--- config.mk ---
export PLATFORM = sky130hd
export DESIGN_NAME = tpg_mode_ctrl_flat
export DESIGN_NICKNAME = d
export VERILOG_FILES = /design/src/rtl/tpg_pkg.sv /design/src/rtl/tpg_mode_ctrl_if.sv /design/src/rtl/tpg_mode_table.sv /design/src/rtl/tpg_mode_ctrl.sv /design/src/flat_wrapper.sv
export SDC_FILE = /design/constraint.sdc
export NUM_CORES = 1
export LEC_CHECK = 0
export ABC_CLOCK_PERIOD_IN_PS = 30000
export CAP_MARGIN = 20
export CORE_MARGIN = 2
export CORE_UTILIZATION = 30
export DETAILED_ROUTE_END_ITERATION = 16
export PLACE_DENSITY_LB_ADDON = 0.2
export SLEW_MARGIN = 10
export SYNTH_ARGS = -nofsm -noshare
export SYNTH_HDL_FRONTEND = slang
export SYNTH_SLANG_ARGS = --single-unit
--- constraint.sdc ---
create_clock -name clk -period 30 [get_ports clk]
set_clock_uncertainty 0.1 [all_clocks]
set_input_delay 6 -clock clk [delete_from_list [all_inputs] [get_ports clk]]
set_output_delay 6 -clock clk [all_outputs]
set_load 0.01 [all_outputs]
--- src/rtl/tpg_pkg.sv ---
// Shared types for the test pattern generator mode controller: field indices,
// controller states and the timing-set record. TPG_MODE_CTRL_BLANK_EN adds the BLANK state.
package tpg_pkg;

  localparam int TPG_H_BITS = 12;
  localparam int TPG_V_BITS = 12;
  localparam int N_FIELDS   = 10;

  localparam logic [3:0] F_HS_START   = 4'd0;
  localparam logic [3:0] F_HS_END     = 4'd1;
  localparam logic [3:0] F_HACT_START = 4'd2;
  localparam logic [3:0] F_HACT_END   = 4'd3;
  localparam logic [3:0] F_H_END      = 4'd4;
  localparam logic [3:0] F_VS_START   = 4'd5;
  localparam logic [3:0] F_VS_END     = 4'd6;
  localparam logic [3:0] F_VACT_START = 4'd7;
  localparam logic [3:0] F_VACT_END   = 4'd8;
  localparam logic [3:0] F_V_END      = 4'd9;

  typedef enum logic [2:0] {
    ST_IDLE    = 3'd0,
    ST_RUN     = 3'd1,
    ST_WAIT_FE = 3'd2,
`ifdef TPG_MODE_CTRL_BLANK_EN
    ST_BLANK   = 3'd4,
`endif
    ST_LOAD    = 3'd3
  } tpgState_t;

  typedef struct packed {
    logic [TPG_H_BITS-1:0] hsStart;
    logic [TPG_H_BITS-1:0] hsEnd;
    logic [TPG_H_BITS-1:0] hactStart;
    logic [TPG_H_BITS-1:0] hactEnd;
    logic [TPG_H_BITS-1:0] hEnd;
    logic [TPG_V_BITS-1:0] vsStart;
    logic [TPG_V_BITS-1:0] vsEnd;
    logic [TPG_V_BITS-1:0] vactStart;
    logic [TPG_V_BITS-1:0] vactEnd;
    logic [TPG_V_BITS-1:0] vEnd;
  } timingSet_t;

  // A mode with zero frame width or height would stall the generator.
  function automatic logic isValidSet(input timingSet_t s);
    return (s.hEnd != {TPG_H_BITS{1'b0}}) && (s.vEnd != {TPG_V_BITS{1'b0}});
  endfunction

endpackage

--- src/rtl/tpg_mode_ctrl_if.sv ---
// Host/config, request handshake and generator-facing signals of the mode controller.
interface tpg_mode_ctrl_if #(
  parameter int H_BITS    = 12,
  parameter int V_BITS    = 12,
  parameter int MODE_BITS = 2
);
  logic                 cfg_wr;
  logic [MODE_BITS-1:0] cfg_idx;
  logic [3:0]           cfg_field;
  logic [15:0]          cfg_data;
  logic                 mode_req;
  logic [MODE_BITS-1:0] mode_sel;
  logic                 stop_req;
  logic                 frame_end;
  logic                 mode_ack;
  logic                 mode_err;
  logic                 tpg_en;
  logic [MODE_BITS-1:0] cur_mode;
  logic [H_BITS-1:0]    tHS_START, tHS_END, tHACT_START, tHACT_END, tH_END;
  logic [V_BITS-1:0]    tVS_START, tVS_END, tVACT_START, tVACT_END, tV_END;

  modport master (
    output cfg_wr, cfg_idx, cfg_field, cfg_data, mode_req, mode_sel, stop_req, frame_end,
    input  mode_ack, mode_err, tpg_en, cur_mode,
    input  tHS_START, tHS_END, tHACT_START, tHACT_END, tH_END,
    input  tVS_START, tVS_END, tVACT_START, tVACT_END, tV_END
  );

  modport slave (
    input  cfg_wr, cfg_idx, cfg_field, cfg_data, mode_req, mode_sel, stop_req, frame_end,
    output mode_ack, mode_err, tpg_en, cur_mode,
    output tHS_START, tHS_END, tHACT_START, tHACT_END, tH_END,
    output tVS_START, tVS_END, tVACT_START, tVACT_END, tV_END
  );
endinterface

--- src/rtl/tpg_mode_table.sv ---
// Shadow store of timing modes: MODES entries of ten fields, written one field at a time,
// read combinationally so a write in the applying cycle lands only after that cycle.
module tpg_mode_table
  import tpg_pkg::*;
#(
  parameter int MODES     = 4,
  parameter int MODE_BITS = $clog2(MODES)
) (
  input  logic                 clk,
  input  logic                 rst,
  input  logic                 wrEn,
  input  logic [MODE_BITS-1:0] wrIdx,
  input  logic [3:0]           wrField,
  input  logic [15:0]          wrData,
  input  logic [MODE_BITS-1:0] rdIdx,
  output timingSet_t           rdSet
);

  timingSet_t modeTable_r [MODES];

  wire unusedDataHi_s = ^wrData[15:TPG_H_BITS];

  // Field write decode; field numbers 10..15 fall through and change nothing.
  always_ff @(posedge clk or posedge rst) begin
    if (rst) begin
      for (int i = 0; i < MODES; i++) begin
        modeTable_r[i] <= {$bits(timingSet_t){1'b0}};
      end
    end else if (wrEn) begin
      case (wrField)
        F_HS_START:   modeTable_r[wrIdx].hsStart   <= wrData[TPG_H_BITS-1:0];
        F_HS_END:     modeTable_r[wrIdx].hsEnd     <= wrData[TPG_H_BITS-1:0];
        F_HACT_START: modeTable_r[wrIdx].hactStart <= wrData[TPG_H_BITS-1:0];
        F_HACT_END:   modeTable_r[wrIdx].hactEnd   <= wrData[TPG_H_BITS-1:0];
        F_H_END:      modeTable_r[wrIdx].hEnd      <= wrData[TPG_H_BITS-1:0];
        F_VS_START:   modeTable_r[wrIdx].vsStart   <= wrData[TPG_V_BITS-1:0];
        F_VS_END:     modeTable_r[wrIdx].vsEnd     <= wrData[TPG_V_BITS-1:0];
        F_VACT_START: modeTable_r[wrIdx].vactStart <= wrData[TPG_V_BITS-1:0];
        F_VACT_END:   modeTable_r[wrIdx].vactEnd   <= wrData[TPG_V_BITS-1:0];
        F_V_END:      modeTable_r[wrIdx].vEnd      <= wrData[TPG_V_BITS-1:0];
        default: begin end
      endcase
    end
  end

  assign rdSet = modeTable_r[rdIdx];

endmodule

--- src/rtl/tpg_mode_ctrl.sv ---
// Applies table modes to the pattern generator timing inputs at frame boundaries.
// TPG_MODE_CTRL_BLANK_EN: hold the generator disabled BLANK_CYC cycles after a live switch.
module tpg_mode_ctrl
  import tpg_pkg::*;
#(
  parameter int H_BITS    = 12,
  parameter int V_BITS    = 12,
  parameter int MODES     = 4,
  parameter int MODE_BITS = $clog2(MODES),
  parameter int BLANK_CYC = 16
) (
  input  logic           clk,
  input  logic           rst,
  tpg_mode_ctrl_if.slave bus
);

  tpgState_t            state_r, nextState_s;
  logic [MODE_BITS-1:0] selIdx_r, nextSel_s;
  logic                 retRun_r, nextRetRun_s;
  logic                 nextEn_s, reqSeen_s, entryOk_s;
  logic                 tpgEn_r, modeAck_r, modeErr_r;
  logic [MODE_BITS-1:0] curMode_r;
  timingSet_t           timing_r, rdSet_s;

  tpg_mode_table #(.MODES(MODES), .MODE_BITS(MODE_BITS)) u_table (
    .clk    (clk),
    .rst    (rst),
    .wrEn   (bus.cfg_wr),
    .wrIdx  (bus.cfg_idx),
    .wrField(bus.cfg_field),
    .wrData (bus.cfg_data),
    .rdIdx  (selIdx_r),
    .rdSet  (rdSet_s)
  );

  assign entryOk_s = isValidSet(rdSet_s);

`ifdef TPG_MODE_CTRL_BLANK_EN
  localparam int CNT_W = $clog2(BLANK_CYC + 1);
  logic [CNT_W-1:0] blankCnt_r;

  // Countdown of enable-low cycles; loaded as the live switch is acknowledged.
  always_ff @(posedge clk or posedge rst) begin
    if (rst) begin
      blankCnt_r <= {CNT_W{1'b0}};
    end else if (state_r == ST_LOAD && nextState_s == ST_BLANK) begin
      blankCnt_r <= CNT_W'(BLANK_CYC - 1);
    end else if (state_r == ST_BLANK && blankCnt_r != {CNT_W{1'b0}}) begin
      blankCnt_r <= blankCnt_r - CNT_W'(1);
    end
  end
`endif

  // Next-state, latched request and next enable. The ack cycle never re-arms a request.
  always_comb begin
    nextState_s  = state_r;
    nextSel_s    = selIdx_r;
    nextRetRun_s = retRun_r;
    nextEn_s     = 1'b0;
    reqSeen_s    = bus.mode_req && !modeAck_r;
    case (state_r)
      ST_IDLE: begin
        if (reqSeen_s) begin
          nextState_s  = ST_LOAD;
          nextSel_s    = bus.mode_sel;
          nextRetRun_s = 1'b0;
        end else begin
          nextState_s = ST_IDLE;
        end
      end
      ST_RUN: begin
        if (bus.stop_req) begin
          nextState_s = ST_IDLE;
        end else if (reqSeen_s) begin
          nextState_s  = bus.frame_end ? ST_LOAD : ST_WAIT_FE;
          nextSel_s    = bus.mode_sel;
          nextRetRun_s = 1'b1;
        end else begin
          nextState_s = ST_RUN;
        end
      end
      ST_WAIT_FE: begin
        if (bus.stop_req) begin
          nextState_s = ST_IDLE;
        end else if (bus.frame_end) begin
          nextState_s = ST_LOAD;
        end else begin
          nextState_s = ST_WAIT_FE;
        end
      end
      ST_LOAD: begin
        if (entryOk_s) begin
`ifdef TPG_MODE_CTRL_BLANK_EN
          nextState_s = retRun_r ? ST_BLANK : ST_RUN;
`else
          nextState_s = ST_RUN;
`endif
        end else begin
          nextState_s = retRun_r ? ST_RUN : ST_IDLE;
        end
      end
`ifdef TPG_MODE_CTRL_BLANK_EN
      ST_BLANK: begin
        if (blankCnt_r == {CNT_W{1'b0}}) begin
          nextState_s = ST_RUN;
        end else begin
          nextState_s = ST_BLANK;
        end
      end
`endif
      default: nextState_s = ST_IDLE;
    endcase

    // A live switch keeps the generator running through the LOAD cycle.
    case (nextState_s)
      ST_RUN:     nextEn_s = 1'b1;
      ST_WAIT_FE: nextEn_s = 1'b1;
      ST_LOAD:    nextEn_s = nextRetRun_s;
      default:    nextEn_s = 1'b0;
    endcase
  end

  // State register and handshake outputs.
  always_ff @(posedge clk or posedge rst) begin
    if (rst) begin
      state_r   <= ST_IDLE;
      selIdx_r  <= {MODE_BITS{1'b0}};
      retRun_r  <= 1'b0;
      tpgEn_r   <= 1'b0;
      modeAck_r <= 1'b0;
      modeErr_r <= 1'b0;
    end else begin
      state_r   <= nextState_s;
      selIdx_r  <= nextSel_s;
      retRun_r  <= nextRetRun_s;
      tpgEn_r   <= nextEn_s;
      modeAck_r <= (state_r == ST_LOAD);
      modeErr_r <= (state_r == ST_LOAD) && !entryOk_s;
    end
  end

  // Applied timing set; changes only when a valid entry is loaded.
  always_ff @(posedge clk or posedge rst) begin
    if (rst) begin
      timing_r  <= {$bits(timingSet_t){1'b0}};
      curMode_r <= {MODE_BITS{1'b0}};
    end else if (state_r == ST_LOAD && entryOk_s) begin
      timing_r  <= rdSet_s;
      curMode_r <= selIdx_r;
    end
  end

  assign bus.mode_ack    = modeAck_r;
  assign bus.mode_err    = modeErr_r;
  assign bus.tpg_en      = tpgEn_r;
  assign bus.cur_mode    = curMode_r;
  assign bus.tHS_START   = H_BITS'(timing_r.hsStart);
  assign bus.tHS_END     = H_BITS'(timing_r.hsEnd);
  assign bus.tHACT_START = H_BITS'(timing_r.hactStart);
  assign bus.tHACT_END   = H_BITS'(timing_r.hactEnd);
  assign bus.tH_END      = H_BITS'(timing_r.hEnd);
  assign bus.tVS_START   = V_BITS'(timing_r.vsStart);
  assign bus.tVS_END     = V_BITS'(timing_r.vsEnd);
  assign bus.tVACT_START = V_BITS'(timing_r.vactStart);
  assign bus.tVACT_END   = V_BITS'(timing_r.vactEnd);
  assign bus.tV_END      = V_BITS'(timing_r.vEnd);

endmodule

--- src/flat_wrapper.sv ---
// flat-port wrapper written by rule: the top's interface ports become plain ports
module tpg_mode_ctrl_flat import tpg_pkg::*;
#(
  parameter int H_BITS    = 12,
  parameter int V_BITS    = 12,
  parameter int MODES     = 4,
  parameter int MODE_BITS = $clog2(MODES),
  parameter int BLANK_CYC = 16
)
  (clk, rst, bus_cfg_wr, bus_cfg_idx, bus_cfg_field, bus_cfg_data, bus_mode_req, bus_mode_sel, bus_stop_req, bus_frame_end, bus_mode_ack, bus_mode_err, bus_tpg_en, bus_cur_mode, bus_tHS_START, bus_tHS_END, bus_tHACT_START, bus_tHACT_END, bus_tH_END, bus_tVS_START, bus_tVS_END, bus_tVACT_START, bus_tVACT_END, bus_tV_END);
  tpg_mode_ctrl_if #(.H_BITS(H_BITS), .V_BITS(V_BITS), .MODE_BITS(MODE_BITS)) bus_i ();
  input  logic clk;
  input  logic rst;
  input wire logic [$bits(bus_i.cfg_wr)-1:0] bus_cfg_wr;
  input wire logic [$bits(bus_i.cfg_idx)-1:0] bus_cfg_idx;
  input wire logic [$bits(bus_i.cfg_field)-1:0] bus_cfg_field;
  input wire logic [$bits(bus_i.cfg_data)-1:0] bus_cfg_data;
  input wire logic [$bits(bus_i.mode_req)-1:0] bus_mode_req;
  input wire logic [$bits(bus_i.mode_sel)-1:0] bus_mode_sel;
  input wire logic [$bits(bus_i.stop_req)-1:0] bus_stop_req;
  input wire logic [$bits(bus_i.frame_end)-1:0] bus_frame_end;
  output wire logic [$bits(bus_i.mode_ack)-1:0] bus_mode_ack;
  output wire logic [$bits(bus_i.mode_err)-1:0] bus_mode_err;
  output wire logic [$bits(bus_i.tpg_en)-1:0] bus_tpg_en;
  output wire logic [$bits(bus_i.cur_mode)-1:0] bus_cur_mode;
  output wire logic [$bits(bus_i.tHS_START)-1:0] bus_tHS_START;
  output wire logic [$bits(bus_i.tHS_END)-1:0] bus_tHS_END;
  output wire logic [$bits(bus_i.tHACT_START)-1:0] bus_tHACT_START;
  output wire logic [$bits(bus_i.tHACT_END)-1:0] bus_tHACT_END;
  output wire logic [$bits(bus_i.tH_END)-1:0] bus_tH_END;
  output wire logic [$bits(bus_i.tVS_START)-1:0] bus_tVS_START;
  output wire logic [$bits(bus_i.tVS_END)-1:0] bus_tVS_END;
  output wire logic [$bits(bus_i.tVACT_START)-1:0] bus_tVACT_START;
  output wire logic [$bits(bus_i.tVACT_END)-1:0] bus_tVACT_END;
  output wire logic [$bits(bus_i.tV_END)-1:0] bus_tV_END;
  assign bus_i.cfg_wr = bus_cfg_wr;
  assign bus_i.cfg_idx = bus_cfg_idx;
  assign bus_i.cfg_field = bus_cfg_field;
  assign bus_i.cfg_data = bus_cfg_data;
  assign bus_i.mode_req = bus_mode_req;
  assign bus_i.mode_sel = bus_mode_sel;
  assign bus_i.stop_req = bus_stop_req;
  assign bus_i.frame_end = bus_frame_end;
  assign bus_mode_ack = bus_i.mode_ack;
  assign bus_mode_err = bus_i.mode_err;
  assign bus_tpg_en = bus_i.tpg_en;
  assign bus_cur_mode = bus_i.cur_mode;
  assign bus_tHS_START = bus_i.tHS_START;
  assign bus_tHS_END = bus_i.tHS_END;
  assign bus_tHACT_START = bus_i.tHACT_START;
  assign bus_tHACT_END = bus_i.tHACT_END;
  assign bus_tH_END = bus_i.tH_END;
  assign bus_tVS_START = bus_i.tVS_START;
  assign bus_tVS_END = bus_i.tVS_END;
  assign bus_tVACT_START = bus_i.tVACT_START;
  assign bus_tVACT_END = bus_i.tVACT_END;
  assign bus_tV_END = bus_i.tV_END;
  tpg_mode_ctrl #(.H_BITS(H_BITS), .V_BITS(V_BITS), .MODES(MODES), .MODE_BITS(MODE_BITS), .BLANK_CYC(BLANK_CYC)) u_core (.clk(clk), .rst(rst), .bus(bus_i));
endmodule
==> impl_metrics.py <==
metrics = {
    "clock_network": {
        "count_of_instances_resized_after_the_clock_tree_is_built": 0,
        "cts-hold-fix-buffers": 0,
        "h-tree-depth": 3,
        "clock-root-buffer": "clkbuf_16",
        "post-cts-setup-buffer-count": 0,
        "path_clk_slew_ps": 50,
        "ctsLongestPathBuffers": 3,
        "clock_sinks": 610,
        "clock_insertion_delay_worst_skew_ps": 600,
        "cts-buffers-inserted": 70,
        "cts_tree": "done",
    },
    "critical_path": {
        "cp_data_required_time_ps": 30480,
        "path_class": "in2async",
        "timing.reg2reg.worst_path_depth": 11,
        "regToRegEndpoint": "u_core.bus.tpg_en",
        "regToRegSetupSlack_ps": 25190,
        "setup.worst_path.end_class": "async pin",
        "critPathMaxFanout": 99,
        "startpoint": "rst",
        "crit_end": "u_core.bus.tH_END[1]",
        "reg2reg_from": "u_core.selIdx_r[0]",
        "start_kind": "input pin",
        "timing.critical_path.arrival_ps": 9630,
    },
    "synthesis": {
        "netlist_area_before_placement_um2": 25800,
        "yosys-top-cells-area": "dfrtp_1 59%, mux2_2 24%, mux4_2 10%",
        "flops_latches_synth": 610,
        "synthDominantCellAreaShare_pct": 59.2,
        "synthesis.area_per_instance_um2": 16.5,
        "syn_inst": 1562,
        "synth_nets": 1594,
        "synth_area_leader_cell": "dfrtp_1",
        "ys_warn_count": 0,
        "post_synthesis_sequential_area_ratio_pct": 59.2,
        "yosys.cell_types.count": 31,
    },
    "timing": {
        "timing.final.max_slew_violations": 0,
        "slew_at_the_pin_closest_to_its_max_slew_limit_ps": 979,
        "rsz0062_at_grt": "false",
        "slew_headroom_pct": 34.8,
        "setup_total_negative_slack_ps": 0,
        "timing.final.crit_share_pct": 30.5,
        "highest_achievable_clock_rate_mhz": 109,
        "hold_ws_ps": 381,
        "final_period_minus_worst_setup_slack_ps": 9150,
        "final-hold-violation-count": 0,
        "setup_viol_count_final": 0,
    },
    "global_routing": {
        "groute.usage.overall_pct": 14.5,
        "grt_first_pass_wirelength_mm": 97.9,
        "grt_start_max_net_pins": 117,
        "grt_antenna_before_repair": 5,
        "global_route.overflow_total": 0,
        "first_global_vias": 15200,
    },
    "hold_path": {
        "hold_path_class": "reg2reg",
    },
    "detailed_routing": {
        "vias_after_detailed_routing": 13800,
        "first_pass_iters": 5,
        "drt_wl_total_mm": 63.4,
        "first_iter_violations": 640,
        "post-route-drc-count": 0,
        "wl_per_cell_um": 21.9,
        "final_antenna_violating_net_count": 0,
        "viasPerCell": 4.78,
    },
    "floorplan": {
        "dieWidth_um": 297,
        "die_height_um": 297,
        "ioPinCount": 155,
        "die_area_um2": 88400,
        "placement_rows": 107,
        "core_area_um2": 85100,
        "initial_utilization_pct": 30.3,
    },
    "cells_and_area": {
        "finish.net_count": 1724,
        "layout.core_utilization_pct": 36.4,
        "area.sequential_um2": 15300,
        "final_cell_count_no_fill": 2890,
        "flow.area_growth_from_synthesis_pct": 20.1,
        "num-fill-cells": 8097,
        "final_non_filler_cell_area_um2": 31000,
        "post_route_cells_drive_above_1_share_pct": 48.1,
        "multiInputGateArea_um2": 10000,
        "diodes": 0,
    },
    "status": {
        "outcome": "complete, no violations",
    },
    "run": {
        "maxCapViolations": 0,
    },
    "placed_design": {
        "port-buffer-count": 150,
        "detailed_place.area_um2": 28500,
        "placed_cells_incl_taps": 2760,
        "gpl.final_weighted_congestion": 0.689,
        "place.detailed.hpwl_mm": 37.4,
    },
    "pwr": {
        "total_leakage_power_nw": 14.2,
        "max-vdd-ir-drop_uv": 60.5,
        "power_per_cell_area_nw_per_um2": 81.8,
    },
}
[layout by cell type (no fill, tap or decap), types with 6 or more instances in the layout]
cell type	instances
nand2_1	20
clkinv_2	13
clkbuf_16	72
nand3_1	6
buf_4	35
mux4_2	120
dfrtp_1	608
mux2_2	546
buf_2	6
clkbuf_1	11
clkbuf_8	20
nor2_1	24
mux2_1	58
clkdlybuf4s50_1	144
[layer usage]
layer | track usage (%) | wire [µm] | up-vias
met5 | 0 | 34 | -
met2 | 23.8 | 30600 | 203
met1 | 19.5 | 29200 | 7514
met3 | 2.76 | 2340 | 76
li1 | - | - | 6004
met4 | 4.21 | 1260 | 6
[final cells by class]
class / instances / area share (%)
flip-flops and latches: 610 / 49.3
repair buffers: 191 / 6.08
clock inverters: 23 / 0.783
well taps: 1144 / 4.62
clock buffers: 103 / 6.84
multi-input cells: 815 / 32.3
inverters: 4 / 0.0727
[cell usage after synthesis]
cell and instances:
nor3_1 3, clkbuf_1 108, inv_1 4, mux2_2 546, o32a_1 1, nand2_1 20
nand3_1 6, nand2b_1 3, ha_1 2, dfrtp_1 610, a22oi_1 1, a221oi_2 1
a211oi_1 2, a22o_1 1, nor2_1 27, or2_2 1, a21oi_1 1, buf_2 17
mux4_2 120, nor2b_1 5, mux2_1 58, nor4_1 4, nor3b_1 1, and2_1 1
buf_1 7, a211o_1 2, nand3b_1 2, buf_6 1, or4_1 4, o21bai_1 1
or3b_2 2
[cells by family (layout without fill, tap and decap cells)]
| logic type | count (synthesis) | in the layout | share of synthesized area [%] |
|---|---|---|---|
| multiplexers | 724 | 724 | 36.8 |
| flip-flops | 610 | 610 | 59.2 |
| buffers and inverters | 137 | 321 | 2.10 |
| AND/OR/NAND/NOR | 79 | 79 | 1.47 |
| AO/OA/AOI/OAI | 10 | 10 | 0.335 |
| adder cells (fa/ha/maj) | 2 | 2 | 0.0970 |
[worst max-delay path, cell delays in order]
cell and delay, ps:
clkdlybuf4s50_1 490, inv_8 490, buf_4 720, buf_4 860
buf_4 860
[worst min-delay path by stage]
stage | start | to | slack (ps) | depth (start not counted)
after floorplan | flip-flop | flip-flop | 370 | 1
final | u_core.bus.tVS_START[1] | u_core.bus.tVS_START[1] | 380 | 1
after global placement | u_core.bus.tVACT_END[6] | u_core.bus.tVACT_END[6] | 370 | 1
after global routing | u_core.bus.tVACT_END[3] | u_core.bus.tVACT_END[3] | 410 | 1
after CTS | u_core.bus.tVS_START[1] | u_core.bus.tVS_START[1] | 390 | 1
after detailed placement | u_core.bus.tVS_START[1] | u_core.bus.tVS_START[1] | 370 | 1
[report_power, final]
part	internal (mW)	switching (mW)	total, mW
Sequential	0.955	0.0855	1.04
Clock	0.524	0.347	0.871
Combinational	0.342	0.280	0.622
[stage by stage]
stage	setup slack, ps	total power, mW
6_report	20850	2.53
5_1_grt	20220	2.67
4_1_cts	20680	2.59
3_5_place_dp	20070	1.70
3_3_place_gp	20220	1.68
2_1_floorplan	6820	1.45
(Power assumes the default switching activity.)
